===== src/rtl/pattern_sequencer.sv =====
// pattern_sequencer
// -----------------
// Per-channel pattern reader. On each request pulse from the channel
// controller it fetches the next record from a synchronous pattern ROM. It
// decodes note, rest, loop and end commands, then answers with a one-cycle
// o_valid. The note, duration and rest outputs hold their values until the
// next response.
//
// Handshake: i_enable is a one-cycle request that is accepted only while the
// block is not busy (IDLE or DONE). A request that arrives while o_busy=1 is
// dropped, not queued. Each accepted request produces exactly one o_valid
// pulse, unless an end command is reached or a restart abandons the fetch.
// o_note/o_duration/o_rest are already stable in the o_valid cycle.
//
// Ports:
//   i_clk, i_rst     clock, asynchronous active-high reset
//   i_enable         request next note (one-cycle pulse)
//   i_restart        synchronous restart of the pattern at address 0
//   o_valid          one-cycle response pulse
//   o_note           note index (0 for rests), held
//   o_duration       note length in note strobes, held
//   o_rest           1 = silent note
//   o_done           end command reached; held until restart or reset
//   o_busy           fetch in progress (state not IDLE or DONE)
//   o_rom_rd         ROM read strobe
//   o_rom_addr       ROM address
//   i_rom_data       ROM word, valid the cycle after o_rom_rd
//   o_dbg_state      current FSM state, for checkers and debug
module pattern_sequencer #(
    parameter int ADDR_WIDTH     = 6,
    parameter int NOTE_WIDTH     = 6,
    parameter int DURATION_WIDTH = 6
) (
    input  logic                                   i_clk,
    input  logic                                   i_rst,
    input  logic                                   i_enable,
    input  logic                                   i_restart,
    output logic                                   o_valid,
    output logic [NOTE_WIDTH-1:0]                  o_note,
    output logic [DURATION_WIDTH-1:0]              o_duration,
    output logic                                   o_rest,
    output logic                                   o_done,
    output logic                                   o_busy,
    output logic                                   o_rom_rd,
    output logic [ADDR_WIDTH-1:0]                  o_rom_addr,
    input  logic [2+NOTE_WIDTH+DURATION_WIDTH-1:0] i_rom_data,
    output logic [2:0]                             o_dbg_state
);

    localparam int WORD_WIDTH = 2 + NOTE_WIDTH + DURATION_WIDTH;

    localparam logic [1:0] CMD_NOTE = 2'b00;
    localparam logic [1:0] CMD_REST = 2'b01;
    localparam logic [1:0] CMD_LOOP = 2'b10;

    typedef enum logic [2:0] {
        S_IDLE    = 3'd0,
        S_READ    = 3'd1,
        S_DECODE  = 3'd2,
        S_RESPOND = 3'd3,
        S_DONE    = 3'd4
    } state_t;

    state_t                      state_q, state_d;
    logic [ADDR_WIDTH-1:0]       ptr_q, ptr_d;
    logic                        loop_seen_q, loop_seen_d;
    logic                        valid_q, valid_d;
    logic [NOTE_WIDTH-1:0]       note_q, note_d;
    logic [DURATION_WIDTH-1:0]   dur_q, dur_d;
    logic                        rest_q, rest_d;
    logic                        done_q, done_d;

    // ROM word fields, MSB first: cmd, note, duration. A loop target reuses
    // the low address bits of the note+duration fields.
    logic [1:0]                  rom_cmd;
    logic [NOTE_WIDTH-1:0]       rom_note;
    logic [DURATION_WIDTH-1:0]   rom_dur;
    logic [ADDR_WIDTH-1:0]       rom_target;

    assign rom_cmd    = i_rom_data[WORD_WIDTH-1 -: 2];
    assign rom_note   = i_rom_data[NOTE_WIDTH+DURATION_WIDTH-1 -: NOTE_WIDTH];
    assign rom_dur    = i_rom_data[DURATION_WIDTH-1:0];
    assign rom_target = i_rom_data[ADDR_WIDTH-1:0];

    always_ff @(posedge i_clk or posedge i_rst) begin
        if (i_rst) begin
            state_q     <= S_IDLE;
            ptr_q       <= '0;
            loop_seen_q <= 1'b0;
            valid_q     <= 1'b0;
            note_q      <= '0;
            dur_q       <= '0;
            rest_q      <= 1'b0;
            done_q      <= 1'b0;
        end else begin
            state_q     <= state_d;
            ptr_q       <= ptr_d;
            loop_seen_q <= loop_seen_d;
            valid_q     <= valid_d;
            note_q      <= note_d;
            dur_q       <= dur_d;
            rest_q      <= rest_d;
            done_q      <= done_d;
        end
    end

    always_comb begin
        state_d     = state_q;
        ptr_d       = ptr_q;
        loop_seen_d = loop_seen_q;
        valid_d     = 1'b0;
        note_d      = note_q;
        dur_d       = dur_q;
        rest_d      = rest_q;
        done_d      = done_q;

        if (i_restart) begin
            // Restart overrides whatever the FSM was doing. An in-flight
            // fetch is dropped, but the last response stays on the outputs.
            ptr_d       = '0;
            loop_seen_d = 1'b0;
            done_d      = 1'b0;
            state_d     = i_enable ? S_READ : S_IDLE;
        end else begin
            case (state_q)
                S_IDLE: begin
                    if (i_enable) state_d = S_READ;
                end
                S_READ: begin
                    state_d = S_DECODE;
                end
                S_DECODE: begin
                    case (rom_cmd)
                        CMD_NOTE, CMD_REST: begin
                            rest_d      = (rom_cmd == CMD_REST);
                            note_d      = (rom_cmd == CMD_REST) ? '0 : rom_note;
                            dur_d       = rom_dur;
                            ptr_d       = ptr_q + 1'b1;
                            loop_seen_d = 1'b0;
                            valid_d     = 1'b1;
                            state_d     = S_RESPOND;
                        end
                        CMD_LOOP: begin
                            // Two loop words in a row would spin forever,
                            // so the second one ends the pattern.
                            if (!loop_seen_q) begin
                                ptr_d       = rom_target;
                                loop_seen_d = 1'b1;
                                state_d     = S_READ;
                            end else begin
                                done_d  = 1'b1;
                                state_d = S_DONE;
                            end
                        end
                        default: begin
                            done_d  = 1'b1;
                            state_d = S_DONE;
                        end
                    endcase
                end
                S_RESPOND: begin
                    state_d = S_IDLE;
                end
                S_DONE: begin
                    // Keep answering with a maximal rest so the controller
                    // never waits forever on a finished pattern.
                    if (i_enable) begin
                        valid_d = 1'b1;
                        note_d  = '0;
                        rest_d  = 1'b1;
                        dur_d   = '1;
                    end
                end
                default: begin
                    state_d = S_IDLE;
                end
            endcase
        end
    end

    assign o_valid     = valid_q;
    assign o_note      = note_q;
    assign o_duration  = dur_q;
    assign o_rest      = rest_q;
    assign o_done      = done_q;
    assign o_busy      = (state_q == S_READ) || (state_q == S_DECODE) ||
                         (state_q == S_RESPOND);
    assign o_rom_rd    = (state_q == S_READ);
    assign o_rom_addr  = ptr_q;
    assign o_dbg_state = state_q;

endmodule


===== config.mk =====
export PLATFORM = sky130hd
export DESIGN_NAME = pattern_sequencer
export DESIGN_NICKNAME = d
export VERILOG_FILES = /design/src/rtl/pattern_sequencer.sv
export SDC_FILE = /design/constraint.sdc
export NUM_CORES = 1
export LEC_CHECK = 0
export ABC_AREA = 1
export CORE_ASPECT_RATIO = 0.6
export CORE_MARGIN = 8
export CORE_UTILIZATION = 41
export DETAILED_ROUTE_END_ITERATION = 7
export PLACE_DENSITY = 0.75
export SLEW_MARGIN = 30
export SYNTH_ARGS = -nofsm -noshare
export SYNTH_HDL_FRONTEND = slang
export SYNTH_SLANG_ARGS = --single-unit

===== constraint.sdc =====
create_clock -name i_clk -period 1.4 [get_ports i_clk]
set_clock_uncertainty 0.15 [all_clocks]
set_input_delay 0.14 -clock i_clk [delete_from_list [all_inputs] [get_ports i_clk]]
set_output_delay 0.14 -clock i_clk [all_outputs]
set_load 0.01 [all_outputs]

==> impl_results.md <==
* Slowest stage cell, crit path: dfrtp_2
* Post-Layout Cell Count at slightly above 300
* Synth Net Count at 203
* Layout area overhead at 72.9%
* Share of cells above drive strength 1 at 35.7%
* Max Root-Sink Buffers at 2
* CTS Buf Count at 3
* Max Slew Vio Count at 0
* Hold Fails Final Rpt at 0
* DR vias/cell at roughly 5.0
* Tmin final at about 1.5 ns
* Die Span Y at ~61 um
* Cell area power density at between 900 and 1000 nW/um^2
* Worst VDD drop at 560 uV
* Sink Count at 25
* Failing checks: setup timing
* Total core area at approximately 3200 sq um
* Gr usage total at around 17%
* Post-route cell area at between 2000 and 2500 sq um
* Setup ws final at -0.149 ns
* Post-Synthesis Cells at 184
* Largest net degree at the start of global routing at 26
* Iter 0 DRT Violations at between 100 and 150
* Placed insts at around 290
* Area after DPL at 1970 sq um
* Warnings, synthesis at 0
* Die Area at 5490 sq um
* Max_slew headroom at between 70% and 80%
* Gr ovfl total at 0
* # rows at 16
* H-tree levels at 1
* Worst path max stage delay at between 0.4 and 0.5 ns
* Post-Route WL at just under 5 mm
* Drt wl/cell at about 16 um
* IO Count at 44
* IO buf count at 43
* Most common cell after layout, fill and taps aside: nand2_1
* Initial antenna violation count at 0
* Synthesized area at about 1400 sq um
* Root buffer cell: clkbuf_8
* Die Width at roughly 90 um
* Hold Path Class: in2async
* First-pass GRT wire length at 7.31 mm
* Pleak at ~1.3 nW
* Period utilization at 111%
* ANT cells at 0
* GP Congestion at between 0.8 and 0.9
* Residual DRC at 0
* Total vias in the final route at around 1500
* Drt pass-1 iters at 4
* Final HPWL DP at ~3.0 mm
* Crit path kind: reg2reg
* Initial Util at 42.3%
* Final #Nets at 283
* Final setup viols at 27
* Flops & latches, synth at 25
* Synth cell types at 25
* Commonest cells after routing, fill and taps aside: nand2_1 (42), inv_1 (23), buf_4 (23)
* RSZ-0062 raised after global routing: yes
* Crit-path max FO at 7
* EDFF count, synth at 0
* Worst-path cell chain: buf_12, nor2_4, nand2_4, inv_4, nand3_4, buf_8, nand3_1, nand2_2
* Max Freq at 645 MHz
* Clock-pin slew on the worst setup and hold paths at 0.09 ns
* Critical Path AT at approximately 1.6 ns
* CTS tree: built
* Seq/Total Area, Yosys at a little under half
* Status: finished, violations left
* Ys async rst share at between 90% and 100%
* Avg Inst Size Synth at ~7.4 sq um
* Total Power at 2.24 mW
* Dominant synthesized flop cell: dfrtp_1
* Least-Margin Pin Slew at between 0.3 and 0.4 ns
* Routed Antenna Nets at 0
* CP Launch Type: register
* Vias in the first global route at 1500
* Crit. End Element: register
* Clk_lat worst skew at around 0.27 ns
* Max cap viols at 0
* Critical path required time at ~1.4 ns
[layer usage]
layer	GRT usage, %	share of wire [%]	vias up
met5	0	0	-
met4	3.99	1.4	0
met3	5.19	6.1	8
met2	28.7	47	56
met1	20.2	45	733
li1	-	-	737
[state kept, by name, indices dropped and copies added (netlist names)]
| name | count |
|---|---|
| o_done | 1 |
| loop_seen_q | 1 |
| o_note | 6 |
| o_rest | 1 |
| o_rom_addr | 6 |
| o_valid | 1 |
| o_duration | 6 |
| o_dbg_state | 3 |
[cell usage after synthesis, drive strengths merged (2+ instances only)]
cell	count	area, sq um
buf	5	33.8
o22ai	2	12.5
o21ai	7	35.0
inv	26	100
nand4	3	25.0
or2	2	12.5
nand2	65	256
nor2	15	66.3
nor3	2	10.0
dfrtp	25	626
nand3	28	153
[worst max-delay path: cells and delay by family, from the launching register on]
kind / cells / cell delay, ns
simple gates: 5 / 0.48
flops: 1 / 0.43
buf+inv: 3 / 0.38
[through the flow]
stage                     setup TNS [ns]  hold WS [ns]  utilization, %  setup WS (ns)
final                              -2.77        0.0615            73.2         -0.149
after floorplan                        0        0.0172               -         0.0286
after detailed placement           -3.99         0.349            61.3         -0.282
after global routing               -4.01         0.146            73.2         -0.200
after global placement             -3.15         0.342            61.3         -0.222
after CTS                          -1.34        0.0667            70.4         -0.128
[report_power, final]
group	total, mW	switching (mW)	leakage, nW	internal [mW]
Clock	0.437	0.238	0.0255	0.199
Sequential	0.970	0.0952	0.325	0.875
Combinational	0.835	0.423	0.925	0.412
[layout make-up]
cell class	count	area (sq um)
clock inverter	1	5.00
multi-input combinational	129	790
sequential	25	631
timing repair buffer	79	736
tap	45	56.3
inverter	26	100
fill	242	865
clock buffer	3	41.3
[cell families (layout without fill, tap and decap cells)]
family                   after synthesis  count (layout)  synth area share, %
AND/OR/NAND/NOR                      115             116                 38.3
buffers and inverters                 31             109                 9.82
flip-flops                            25              25                 45.9
AO/OA/AOI/OAI                         11              11                 4.40
adder cells (fa/ha/maj)                1               1                0.917
XOR/XNOR                               1               1                0.642
[path summary, 6_finish.rpt]
| check | start | endpoint | slack (ns) | depth (start not counted) |
|---|---|---|---|---|
| setup / recovery | o_dbg_state[0] | o_duration[2] | -0.15 | 8 |
| hold / removal | i_rst | o_done | 0.06 | 3 |
| setup reg to reg | o_dbg_state[0] | o_duration[2] | -0.15 | 8 |
| hold reg to reg | o_rest | o_rest | 0.36 | 2 |
| max in group asynchronous | i_rst | o_rom_addr[2] | 0.77 | 3 |
| min in group i_clk | i_restart | o_dbg_state[1] | 0.31 | 2 |
[what timing repair did]
action	in CTS	in global routing
endpoints found under the hold margin	0	0
resized for setup	68	27
hold buffers	0	0
pin swaps	9	14
setup buffers	13	2
gates cloned	2	0
endpoints found under the setup margin	45	28
Note: power is estimated with default switching activity, not from simulation.
